[src/rtl/if_id_stall_responder_pkg.sv]
// Shared IF/ID pipeline definitions: word width, NOP encoding, reset PC and
// the stall-responder FSM state encoding.
package if_id_stall_responder_pkg;

  localparam int WORD_W = 32;
  localparam logic [WORD_W-1:0] NOP_INSTR        = 32'h0000_0000;
  localparam logic [WORD_W-1:0] RESET_PC_DEFAULT = 32'h0000_0000;

  typedef enum logic [1:0] {
    RUN     = 2'd0,
    HOLD    = 2'd1,
    FLUSHED = 2'd2
  } pipeState_e;

endpackage

[src/rtl/if_id_stall_responder_if.sv]
// Bundle between hazard/fetch logic (master) and the IF/ID stall responder (slave).
interface if_id_stall_responder_if #(
  parameter int CNT_W = 16
);
  import if_id_stall_responder_pkg::*;

  logic              stallSignal;
  logic              flush;
  logic [WORD_W-1:0] branch_target;
  logic [WORD_W-1:0] instr_in;
  logic [WORD_W-1:0] pc;
  logic [WORD_W-1:0] IF_ID_instr;
  logic [WORD_W-1:0] IF_ID_pc4;
  logic              IF_ID_valid;
  logic              id_ex_bubble;
  logic              stall_active;
  logic [CNT_W-1:0]  stall_cycles;
  logic              stall_timeout;

  modport master (
    output stallSignal, flush, branch_target, instr_in,
    input  pc, IF_ID_instr, IF_ID_pc4, IF_ID_valid, id_ex_bubble,
           stall_active, stall_cycles, stall_timeout
  );

  modport slave (
    input  stallSignal, flush, branch_target, instr_in,
    output pc, IF_ID_instr, IF_ID_pc4, IF_ID_valid, id_ex_bubble,
           stall_active, stall_cycles, stall_timeout
  );

endinterface

[src/rtl/if_id_stall_responder_stall_monitor.sv]
// Stall statistics: consecutive-stall run length, total stalled cycles and a
// sticky timeout flag for a stall that never releases.
module if_id_stall_responder_stall_monitor #(
  parameter int MAX_STALL = 4,
  parameter int CNT_W     = 16
) (
  input  logic             clk,
  input  logic             rst_n,
  input  logic             stallHit,
  output logic [CNT_W-1:0] stallCycles,
  output logic             stallTimeout
);

  localparam int RUN_W = $clog2(MAX_STALL + 2);
  localparam logic [RUN_W-1:0] RUN_SAT   = RUN_W'(MAX_STALL + 1);
  localparam logic [RUN_W-1:0] RUN_LIMIT = RUN_W'(MAX_STALL);

  logic [RUN_W-1:0] runLenReg, runLenNext;
  logic [CNT_W-1:0] cyclesReg, cyclesNext;
  logic             timeoutReg, timeoutNext;

  always_comb begin
    runLenNext  = '0;
    cyclesNext  = cyclesReg;
    timeoutNext = timeoutReg;
    if (stallHit) begin
      runLenNext = (runLenReg == RUN_SAT) ? runLenReg : runLenReg + 1'b1;
      // the increment that takes the run past MAX_STALL raises the flag
      if (runLenReg >= RUN_LIMIT) timeoutNext = 1'b1;
      if (cyclesReg != '1) cyclesNext = cyclesReg + 1'b1;
    end
  end

  always_ff @(posedge clk or negedge rst_n) begin
    if (!rst_n) begin
      runLenReg  <= '0;
      cyclesReg  <= '0;
      timeoutReg <= 1'b0;
    end else begin
      runLenReg  <= runLenNext;
      cyclesReg  <= cyclesNext;
      timeoutReg <= timeoutNext;
    end
  end

  assign stallCycles  = cyclesReg;
  assign stallTimeout = timeoutReg;

endmodule

[src/rtl/if_id_stall_responder.sv]
// Load-use hazard consumer: owns the PC, the IF/ID register and the ID/EX
// bubble select; priority is flush over stall over normal advance.
module if_id_stall_responder
  import if_id_stall_responder_pkg::*;
#(
  parameter logic [WORD_W-1:0] RESET_PC  = RESET_PC_DEFAULT,
  parameter int                MAX_STALL = 4,
  parameter int                CNT_W     = 16
) (
  input  logic                    clk,
  input  logic                    rst_n,
  if_id_stall_responder_if.slave  bus
);

  logic [WORD_W-1:0] pcReg, pcNext;
  logic [WORD_W-1:0] instrReg, instrNext;
  logic [WORD_W-1:0] pc4Reg, pc4Next;
  logic              validReg, validNext;
  logic [WORD_W-1:0] pcPlus4;
  logic              stallHit;
  logic              stallActive;
  logic              bubble;
  pipeState_e        stateReg, stateNext;

  assign pcPlus4  = pcReg + 32'd4;
  assign stallHit = bus.stallSignal & ~bus.flush;

  always_comb begin
    pcNext    = pcReg;
    instrNext = instrReg;
    pc4Next   = pc4Reg;
    validNext = validReg;
    if (bus.flush) begin
      // squash the younger fetch; pc4 is left as-is since valid marks the bubble
      pcNext    = bus.branch_target;
      instrNext = NOP_INSTR;
      validNext = 1'b0;
    end else if (!bus.stallSignal) begin
      pcNext    = pcPlus4;
      instrNext = bus.instr_in;
      pc4Next   = pcPlus4;
      validNext = 1'b1;
    end
  end

  always_ff @(posedge clk or negedge rst_n) begin
    if (!rst_n) begin
      pcReg    <= RESET_PC;
      instrReg <= NOP_INSTR;
      pc4Reg   <= '0;
      validReg <= 1'b0;
    end else begin
      pcReg    <= pcNext;
      instrReg <= instrNext;
      pc4Reg   <= pc4Next;
      validReg <= validNext;
    end
  end

  always_ff @(posedge clk or negedge rst_n) begin
    if (!rst_n) stateReg <= RUN;
    else        stateReg <= stateNext;
  end

  // every state reacts to the same inputs, so the decode collapses to priority
  always_comb begin
    stateNext = RUN;
    case (stateReg)
      RUN, HOLD, FLUSHED: begin
        if (bus.flush)      stateNext = FLUSHED;
        else if (stallHit)  stateNext = HOLD;
        else                stateNext = RUN;
      end
      default: stateNext = RUN;
    endcase
  end

  always_comb begin
    stallActive = (stateReg == HOLD);
    bubble      = bus.flush | bus.stallSignal;
  end

  if_id_stall_responder_stall_monitor #(
    .MAX_STALL (MAX_STALL),
    .CNT_W     (CNT_W)
  ) u_monitor (
    .clk          (clk),
    .rst_n        (rst_n),
    .stallHit     (stallHit),
    .stallCycles  (bus.stall_cycles),
    .stallTimeout (bus.stall_timeout)
  );

  assign bus.pc           = pcReg;
  assign bus.IF_ID_instr  = instrReg;
  assign bus.IF_ID_pc4    = pc4Reg;
  assign bus.IF_ID_valid  = validReg;
  assign bus.id_ex_bubble = bubble;
  assign bus.stall_active = stallActive;

endmodule
[src/flat_wrapper.sv]
// flat-port wrapper written by rule: the top's interface ports become plain ports
module if_id_stall_responder_flat import if_id_stall_responder_pkg::*;
#(
  parameter logic [WORD_W-1:0] RESET_PC  = RESET_PC_DEFAULT,
  parameter int                MAX_STALL = 4,
  parameter int                CNT_W     = 16
)
  (clk, rst_n, bus_stallSignal, bus_flush, bus_branch_target, bus_instr_in, bus_pc, bus_IF_ID_instr, bus_IF_ID_pc4, bus_IF_ID_valid, bus_id_ex_bubble, bus_stall_active, bus_stall_cycles, bus_stall_timeout);
  if_id_stall_responder_if #(.CNT_W(CNT_W)) bus_i ();
  input  logic clk;
  input  logic rst_n;
  input wire logic [$bits(bus_i.stallSignal)-1:0] bus_stallSignal;
  input wire logic [$bits(bus_i.flush)-1:0] bus_flush;
  input wire logic [$bits(bus_i.branch_target)-1:0] bus_branch_target;
  input wire logic [$bits(bus_i.instr_in)-1:0] bus_instr_in;
  output wire logic [$bits(bus_i.pc)-1:0] bus_pc;
  output wire logic [$bits(bus_i.IF_ID_instr)-1:0] bus_IF_ID_instr;
  output wire logic [$bits(bus_i.IF_ID_pc4)-1:0] bus_IF_ID_pc4;
  output wire logic [$bits(bus_i.IF_ID_valid)-1:0] bus_IF_ID_valid;
  output wire logic [$bits(bus_i.id_ex_bubble)-1:0] bus_id_ex_bubble;
  output wire logic [$bits(bus_i.stall_active)-1:0] bus_stall_active;
  output wire logic [$bits(bus_i.stall_cycles)-1:0] bus_stall_cycles;
  output wire logic [$bits(bus_i.stall_timeout)-1:0] bus_stall_timeout;
  assign bus_i.stallSignal = bus_stallSignal;
  assign bus_i.flush = bus_flush;
  assign bus_i.branch_target = bus_branch_target;
  assign bus_i.instr_in = bus_instr_in;
  assign bus_pc = bus_i.pc;
  assign bus_IF_ID_instr = bus_i.IF_ID_instr;
  assign bus_IF_ID_pc4 = bus_i.IF_ID_pc4;
  assign bus_IF_ID_valid = bus_i.IF_ID_valid;
  assign bus_id_ex_bubble = bus_i.id_ex_bubble;
  assign bus_stall_active = bus_i.stall_active;
  assign bus_stall_cycles = bus_i.stall_cycles;
  assign bus_stall_timeout = bus_i.stall_timeout;
  if_id_stall_responder #(.RESET_PC(RESET_PC), .MAX_STALL(MAX_STALL), .CNT_W(CNT_W)) u_core (.clk(clk), .rst_n(rst_n), .bus(bus_i));
endmodule
[config.mk]
export PLATFORM = sky130hd
export DESIGN_NAME = if_id_stall_responder_flat
export DESIGN_NICKNAME = d
export VERILOG_FILES = /design/src/rtl/if_id_stall_responder_pkg.sv /design/src/rtl/if_id_stall_responder_if.sv /design/src/rtl/if_id_stall_responder_stall_monitor.sv /design/src/rtl/if_id_stall_responder.sv /design/src/flat_wrapper.sv
export SDC_FILE = /design/constraint.sdc
export NUM_CORES = 1
export LEC_CHECK = 0
export BUFFER_PORTS_ARGS = -buffer_cell sky130_fd_sc_hd__buf_2
export CORE_MARGIN = 10
export CORE_UTILIZATION = 40
export CTS_CLUSTER_DIAMETER = 100
export DETAILED_ROUTE_END_ITERATION = 12
export GPL_TIMING_DRIVEN = 1
export PLACE_DENSITY = 0.65
export SLEW_MARGIN = 20
export SYNTH_ARGS = -nofsm -noshare
export SYNTH_HDL_FRONTEND = slang
export SYNTH_SLANG_ARGS = --single-unit
[constraint.sdc]
create_clock -name clk -period 3.66 [get_ports clk]
set_input_delay 0.366 -clock clk [delete_from_list [all_inputs] [get_ports clk]]
set_output_delay 0.366 -clock clk [all_outputs]
set_load 0.02 [all_outputs]
=== Yosys cells after proc, flatten, opt, wreduce, memory -nomap -nowiden ===
Index checks and enable logic that the tools add are counted.

* $add $sub $neg: 3
* Multipliers: 0
* Divide/modulo/power cells: 0
* Magnitude comparators: 1
* Eq/ne operators: 6
* Shifts and indexed selects: 0
* Multiplexer cells: 11
* Bitwise operators: 4
* Reductions and logical operators: 5

{| class="wikitable"
|+ Operator list
! operator !! count
|-
| 2-to-1 mux 32 bit || 4
|-
| adder 32 x 3 -> 32 bit, second input constant || 1
|-
| adder 16 x 1 -> 16 bit, second input constant || 1
|-
| != test 16 bit, second input constant || 1
|-
| 2-to-1 mux 3 bit || 2
|-
| AND reduction 2 bit || 3
|-
| 2-to-1 mux 2 bit || 2
|-
| adder 3 x 1 -> 3 bit, second input constant || 1
|-
| == test 3 bit, second input constant || 1
|-
| >= comparator 3 bit, second input constant || 1
|-
| 2-to-1 mux 1 bit || 3
|-
| OR reduction 3 bit || 1
|-
| == test 2 x 1 -> 1 bit, second input constant || 1
|-
| == test 2 bit, second input constant || 1
|-
| zero test 2 bit || 1
|-
| != test 2 x 1 -> 1 bit, second input constant || 1
|-
| != test 2 bit, second input constant || 1
|-
| inverter 1 bit || 2
|-
| bitwise AND 1 bit || 1
|-
| OR 1 bit || 1
|}

* Flip-flop bits (word level): 119
* Latch bits: 0
* Bits in writable memories: 0
* Memory bits (read-only): 0
* Output and inout port bits: 116
* Memories: 0

=== Depth between registers and ports, before layout ===
Gate-level depths: netlist (run 1).

* Depth after elaboration: 5
* Depth in mapped cells: 7
* Depth with buffers taken out: 5

=== Cells and area by module ===
From an unflattened synthesis (run 1), not the netlist that was laid out.

* Cell total of the unflattened synthesis: 596
* Area, all modules: 5846.9 µm²

{| class="wikitable"
|+ By module, submodules not included
! module !! instances !! cells an instance !! area an instance (µm²) !! seq. area each (µm²)
|-
| if_id_stall_responder || 1 || 510 || 4877.2 || 2477.4
|-
| if_id_stall_responder_stall_monitor || 1 || 86 || 969.7 || 500.5
|}

=== Worst setup path before layout (run 1) ===
No wires, ideal clock.

* Kind: flip-flop to flip-flop
* From: reg u_core.pcReg[2] (netlist: u_core.bus.pc[2])
* To: reg u_core.pc4Reg[30] (netlist: u_core.bus.IF_ID_pc4[30])
* Setup time: 0.082 ns
* Arrival: 2.026 ns
* Required time: 3.578 ns
* Path slack: 1.552 ns
* Cell stages (with the launch flop): 7
* Clock period less this slack: 2.108 ns
* Cells stage by stage: dfrtp_1 > ha_1 > nand3_1 > or2_1 > buf_6 > or4_1 > a31oi_1

* Word-level cells in the longest chain between the ends: 1

{| class="wikitable"
|+ Ends and longest elaborated chain
! item !! line !! source
|-
| start, declared || if_id_stall_responder.sv:15 || <nowiki>logic [WORD_W-1:0] pcReg, pcNext;</nowiki>
|-
| start signal, assigned || if_id_stall_responder.sv:53 || <nowiki>pcReg <= pcNext;</nowiki>
|-
| adder 32 x 3 -> 32 bit || if_id_stall_responder.sv:25 || <nowiki>assign pcPlus4 = pcReg + 32'd4;</nowiki>
|-
| end signal, assigned || if_id_stall_responder.sv:55 || <nowiki>pc4Reg <= pc4Next;</nowiki>
|-
| end, declared || if_id_stall_responder.sv:17 || <nowiki>logic [WORD_W-1:0] pc4Reg, pc4Next;</nowiki>
|}

No other way between the ends.
A chain may end at the register's enable or synchronous reset.

=== Final worst setup path (run 1) ===
* From: reg u_core.pcReg[2] (netlist: u_core.bus.pc[2])
* To: reg u_core.pc4Reg[26] (netlist: u_core.bus.IF_ID_pc4[26])

Same word-level chain as after synthesis.

==> run_results.csv, run 1 <==
group,metric,value,unit
status,status,"complete, no violations",
critical_path,worstSetupPathType,"reg -> reg",
power_and_ir_drop,p_leak,0.00351,uW
critical_path,crit_fanout,11,
placed_design,placed_area,6890,sq um
floorplan,num_rows,44,
global_route,grt_max_degree,72,
clock_tree,clock-root-buffer,"clkbuf_16",
power_and_ir_drop,comb_power_share,18.5,%
critical_path,cpPeakStageDelay,0.54,ns
floorplan,io_pins,184,
power_and_ir_drop,power_density,521,nW/um^2
power_and_ir_drop,ir_drop,0.308,mV
synth,synth_seq_cells,119,
clock_tree,cts_resized,0,
floorplan,die_height,141,um
global_route,met1_usage,20.4,%
final_layout,final_net_count,835,
timing,whs,0.155,ns
final_layout,drive_gt1_share,29.2,%
critical_path,path_cells,"ha_1 > nand3_1 > or2_1 > or4_1 > a31oi_1",
final_layout,final_area,7430,sq um
synth,synth_seq_area_share,50.7,%
clock_tree,cts_buffer_depth,2,
timing,fin_crit_sh,62.1,%
placed_design,place.gp.congestion,0.848,
detailed_routing,final_antenna_net_count,0,
final_layout,fin_cells,959,
clock_tree,h-tree-depth,4,
clock_tree,cts_sinks,119,
global_route,grt_pass1_wl,27500,um
detailed_routing,drc,0,
synth,ys.flop_type,"dfrtp_1",
detailed_routing,routed_wl,17000,um
power_and_ir_drop,power_frac_clock,39.6,%
critical_path,worst_ep_arrival_time,2.61,ns
timing,finalMaxSlewViolations,0,
global_route,track_usage,16.9,%
floorplan,die_x,141,um
final_layout,area_delta_synth_final,26.5,%
synth,synth_top_cell_area_share,50.7,%
timing,fin_crit,2.27,ns
critical_path,cp-endpoint,"u_core.bus.IF_ID_pc4[26]$_DFFE_PN0P_",
detailed_routing,vias,5200,
critical_path,r2r-start,"u_core.bus.pc[2]$_DFFE_PN0N_",
global_route,grt_util_met2,26.7,%
clock_tree,cts_buffers,17,
detailed_routing,vias_per_cell,5.42,
timing,fin_setup_tns,0,ns
clock_tree,path_clk_slew,0.05,ns
placed_design,dpl.hpwl,12400,um
job,maxCapViolCount,0,
clock_tree,cts_tree,"yes",
critical_path,cp.required,4.00,ns
timing,worst_pin_slew,0.652,ns
synth,postSynthCellCount,596,
detailed_routing,dr.pass1.iters,5,
critical_path,r2r_slack,1.39,ns
synth,synthTopCellsByCount,"dfrtp_1, nor2_1, nand2_1",
global_route,use_met3,6.35,%
detailed_routing,drt-wirelength-per-cell,17.7,um
placed_design,place_inst,927,
clock_tree,clk_latency,0.42,ns
timing,slew_headroom,56.5,%
power_and_ir_drop,sw_frac_of_total,30.4,%
synth,async_flop_share,100,%
synth,syn_area,5880,sq um
timing,max_freq,440,MHz
timing,hold_viol,0,
timing,skew,0.00611,ns
critical_path,end_kind,"register",
global_route,grt-ovfl-total,0,
synth,synth.avg_cell_area,9.86,sq um
synth,synth_edf_count,0,
placed_design,numPortBuffers,183,
floorplan,dieArea,19900,sq um
synth,yosys.cell_count.top_type,"dfrtp_1",
timing,setup_viol,0,
critical_path,slowest_stage,"or4_1",
power_and_ir_drop,share_seq_of_total_power,41.9,%
floorplan,core_area,14500,sq um
power_and_ir_drop,p_int,2700,uW
synth,ys_top_cells_by_area,"dfrtp_1, mux2i_1, nor2_1",
hold_path,hold_path_class,"in -> reg",
synth,synth.distinct_cells,41,
critical_path,start_kind,"register",
synth,yosysWarnings,0,
synth,synth_nets,668,
global_route,first_global_vias,5299,
critical_path,r2r_cells,5,
global_route,antenna_found_initial,0,
timing,rsz0062_at_grt,"false",
floorplan,start_util,40.6,%
critical_path,reg2reg_to,"u_core.bus.IF_ID_pc4[26]$_DFFE_PN0P_",
synth,synth_top_area_cell,"dfrtp_1",
power_and_ir_drop,p_switching,1170,uW
global_route,grt_most_used_layer,"met2",
detailed_routing,drt_iter0_drc,313,
critical_path,crit_path_start,"u_core.bus.pc[2]$_DFFE_PN0N_",
## layout make-up
class	count	area (sq um)
clock inverters	4	45.0
flip-flops and latches	119	2980
multi-input cells	426	2670
fillers	1358	7050
repair buffers	190	986
diodes	1	2.50
inverters	9	33.8
well taps	184	230
clock buffers	26	489
## cell usage in the layout, fill, tap and decap left out, types with 3 or more instances in the layout
master / count
mux2i_1: 33
xnor2_1: 21
a211oi_1: 3
o31ai_1: 16
nand3_1: 19
or3_1: 12
nor3_1: 9
nand4_1: 13
buf_4: 6
a21oi_1: 11
xor2_1: 17
inv_1: 7
nor2_1: 70
clkinv_2: 3
a31oi_1: 30
or4_1: 18
nand4b_1: 5
and3_1: 5
and4_1: 8
ha_1: 4
clkbuf_1: 6
clkbuf_8: 3
clkbuf_16: 17
buf_2: 182
nand2_1: 55
mux2_2: 7
o21ai_0: 42
nor2b_1: 3
and2_1: 7
nor4_1: 4
dfrtp_1: 119
## per-layer routing
metal	vias to the layer above	wire length, um
li1	2468	-
met1	2547	7190
met2	166	8220
met3	19	1320
met4	0	251
met5	-	0
## stage by stage
stage                     utilization [%]  power, uW  setup slack (ns)
after floorplan                         -       2050              1.55
after global placement               47.6       2350              1.52
after detailed placement             47.6       2370              1.43
after CTS                            51.3       3920              1.41
after global routing                 51.3       4060              1.26
final                                51.3       3870              1.39
## worst max-delay path, delay by kind of cell (launching register included)
family	cells	cell delay, ns
simple gates	3	1.29
compound gates	1	0.18
fa+ha+maj	1	0.26
flops	1	0.46
## kinds of logic (layout without fill, tap and decap cells)
kind of cell | count (synthesis) | count (layout) | share of synthesized area (%)
and+or+nand+nor | 238 | 238 | 21.2
DFF | 119 | 119 | 50.7
AOI/OAI and AO/OA | 106 | 106 | 10.7
buffers and inverters | 51 | 229 | 3.96
muxes | 40 | 40 | 6.96
xor gates and xnor gates | 38 | 38 | 5.66
adders and majority gates | 4 | 4 | 0.852
other | 0 | 1 | 0
## how the worst min path moves through the flow
stage,from,to,slack (ns),cells past startpoint
after floorplan,rst_n,u_core.bus.IF_ID_instr[0]$_DFFE_PN0N_,0.07,0
after global placement,rst_n,u_core.bus.pc[6]$_DFFE_PN0N_,0.43,1
after detailed placement,rst_n,u_core.bus.pc[6]$_DFFE_PN0N_,0.44,1
after CTS,bus_branch_target[4],u_core.bus.pc[4]$_DFFE_PN0N_,0.14,3
after global routing,bus_branch_target[7],u_core.bus.pc[7]$_DFFE_PN0N_,0.17,3
final,bus_branch_target[9],u_core.bus.pc[9]$_DFFE_PN0N_,0.15,3
## power groups by stage
stage / Sequential (uW) / Clock (uW) / Combinational [uW]
after floorplan: 1770 / 0 / 277
after global placement: 1630 / 0 / 721
after detailed placement: 1640 / 0 / 730
after CTS: 1620 / 1570 / 732
after global routing: 1650 / 1630 / 790
final: 1620 / 1530 / 715
## state kept, by name, indices dropped and copies added (netlist names)
register / cells
u_core.bus.IF_ID_valid: 1
u_core.bus.pc: 32
u_core.bus.IF_ID_instr: 32
u_core.u_monitor.stallTimeout: 1
u_core.bus.IF_ID_pc4: 32
u_core.stateReg: 2
u_core.u_monitor.runLenReg: 3
u_core.u_monitor.stallCycles: 16
## repair_timing
action,in CTS,in global routing
endpoints found under the setup margin,0,0
buffers inserted,0,0
endpoints found under the hold margin,21,0
hold buffers,1,0
Note: power is estimated with default switching activity, not from simulation.
==> run 2: changes to the inputs <==
Clock period 3.66 ns to 2.2 ns, I/O delays scaled along.
==> run 2 against run 1 <==
Via count rose by 2.3%. Power rose by 78%. Core utilization is 1.8 points higher. Setup slack worse by 1.2 ns. Flip-flop and latch count is the same. Global-route usage grew 0.83 points. Die area unchanged. Critical endpoint is now u_core.bus.pc[26]$_DFFE_PN0N_.
==> run_results.csv, run 2 (synthesized netlist as in run 1, its figures left out) <==
group,metric,value,unit
hold_path,hold_path_class,"in -> reg",
detailed_routing,drc,0,
clock_tree,clk_latency,0.42,ns
placed_design,numPortBuffers,183,
critical_path,crit_fanout,14,
final_layout,layout_commonest_cell,"buf_2",
placed_design,dpl.hpwl,13000,um
global_route,track_usage,17.8,%
global_route,antenna_found_initial,1,
timing,rsz0062_at_grt,"false",
critical_path,worstSetupPathType,"reg -> reg",
final_layout,final_cell_mix,"buf_2, dfrtp_1, nor2_1, nand2_1, o21ai_0",
final_layout,regArea,2980,sq um
floorplan,start_util,40.6,%
power_and_ir_drop,power_frac_clock,43.0,%
critical_path,cp.required,2.54,ns
clock_tree,path_clk_slew,0.06,ns
power_and_ir_drop,comb_power_share,18.2,%
placed_design,place.gp.congestion,0.863,
floorplan,die_height,141,um
clock_tree,h-tree-depth,4,
clock_tree,cts_sinks,119,
final_layout,area_delta_synth_final,30.9,%
detailed_routing,routed_wl,17800,um
timing,skew,0.00870,ns
detailed_routing,final_antenna_net_count,0,
final_layout,final_net_count,856,
placed_design,pre_cts_ws,0.233,ns
clock_tree,clock-root-buffer,"clkbuf_16",
floorplan,io_pins,184,
final_layout,multi_input_area,2670,sq um
timing,setup_slack,0.189,ns
detailed_routing,vias_per_cell,5.42,
global_route,grt-ovfl-total,0,
global_route,first_global_vias,5362,
detailed_routing,vias,5320,
timing,fin_crit,2.01,ns
timing,slew_headroom,58.2,%
critical_path,start_kind,"register",
clock_tree,cts_buffers,17,
power_and_ir_drop,power_density,898,nW/um^2
critical_path,worst_ep_arrival_time,2.35,ns
power_and_ir_drop,p_switching,2040,uW
floorplan,dieArea,19900,sq um
job,maxCapViolCount,0,
power_and_ir_drop,share_seq_of_total_power,38.7,%
power_and_ir_drop,ir_drop,0.495,mV
clock_tree,cts_tree,"yes",
floorplan,num_rows,44,
final_layout,fillers,1318,
critical_path,end_kind,"register",
status,status,"complete, no violations",
timing,setup_viol,0,
timing,hold_viol,0,
power_and_ir_drop,p_total,6900,uW
power_and_ir_drop,sw_frac_of_total,29.6,%
floorplan,die_x,141,um
global_route,grt_max_degree,62,
detailed_routing,dr.pass1.iters,6,
clock_tree,cts_buffer_depth,2,
global_route,grt_pass1_wl,28400,um
clock_tree,cts_resized,0,
power_and_ir_drop,p_int,4860,uW
detailed_routing,drt_iter0_drc,394,
final_layout,drive_gt1_share,31.0,%
clock_tree,post-cts-setup-buffers,0,
timing,fin_setup_tns,0,ns
timing,finalMaxSlewViolations,0,
timing,fin_crit_sh,91.4,%
floorplan,core_area,14500,sq um
power_and_ir_drop,p_leak,0.00366,uW
timing,worst_pin_slew,0.627,ns
detailed_routing,drt-wirelength-per-cell,18.1,um
timing,max_freq,497,MHz
[run 2: cell count changes in the layout (fill, tap and decap cells not counted)]
cell and delta:
buf_4 +16, bufinv_16 +3, clkbuf_1 -4, clkinv_2 +1, clkinvlp_4 +1, dlygate4sd3_1 +5
[run 2: cell type report]
type                            instances  area share [%]
Sequential cell                       119            38.7
Multi-Input combinational cell        426            34.7
Timing Repair Buffer                  211            15.0
Clock buffer                           22            6.17
Tap cell                              184            2.99
Clock inverter                          9            1.92
Inverter                                9           0.439
Antenna cell                            1          0.0325
[run 2: worst paths after layout]
path | cells past startpoint | start | endpoint | slack, ns
min reg2reg | 1 | u_core.u_monitor.stallTimeout$_DFFE_PN0P_ | u_core.u_monitor.stallTimeout$_DFFE_PN0P_ | 0.45
max reg2reg | 5 | u_core.bus.pc[15]$_DFFE_PN0N_ | u_core.bus.pc[26]$_DFFE_PN0N_ | 0.19
max in group asynchronous | 3 | rst_n | u_core.bus.IF_ID_pc4[24]$_DFFE_PN0P_ | 1.04
max | 5 | u_core.bus.pc[15]$_DFFE_PN0N_ | u_core.bus.pc[26]$_DFFE_PN0N_ | 0.19
min in group asynchronous | 2 | rst_n | u_core.bus.IF_ID_pc4[2]$_DFFE_PN0P_ | 0.32
min | 3 | bus_branch_target[9] | u_core.bus.pc[9]$_DFFE_PN0N_ | 0.03
[run 2: worst max-delay path: stages, from the launching register on]
cell and delay [ns]:
dfrtp_1 0.43, and4_1 0.38, buf_4 0.19, nand4_4 0.19, or4_1 0.55, a31oi_1 0.18
[run 2: metrics by stage]
stage,utilization [%],area (sq um),hold WS (ns),cells
floorplan,-,5880,-0.0756,596
global placement,48.4,7010,0.224,943
detailed placement,48.4,7010,0.232,943
CTS,53.1,7690,0.0121,980
global route,53.1,7690,0.0249,980
finish,53.1,7690,0.0310,981
[run 2: layer usage]
layer	share of wire (%)	vias to the layer above	GRT usage [%]	routed length, um
met4	1.5	0	6.03	266
met2	49	200	28.9	8700
li1	-	2513	-	-
met5	0	-	0	0
met1	41	2582	21.1	7280
met3	8.6	25	6.65	1530
[run 2: what timing repair did]
| action | 4_1_cts | 5_1_grt |
|---|---|---|
| hold buffers | 6 | 0 |
| endpoints found under the hold margin | 38 | 0 |
| endpoints found under the setup margin | 0 | 0 |
[run 2: power by group through the flow]
stage / logic (uW) / clock network [uW] / registers (uW)
after CTS: 1290 / 3030 / 2670
final: 1260 / 2970 / 2680
after floorplan: 461 / 0 / 2950
after global placement: 1260 / 0 / 2690
after detailed placement: 1280 / 0 / 2710
after global routing: 1380 / 3130 / 2720
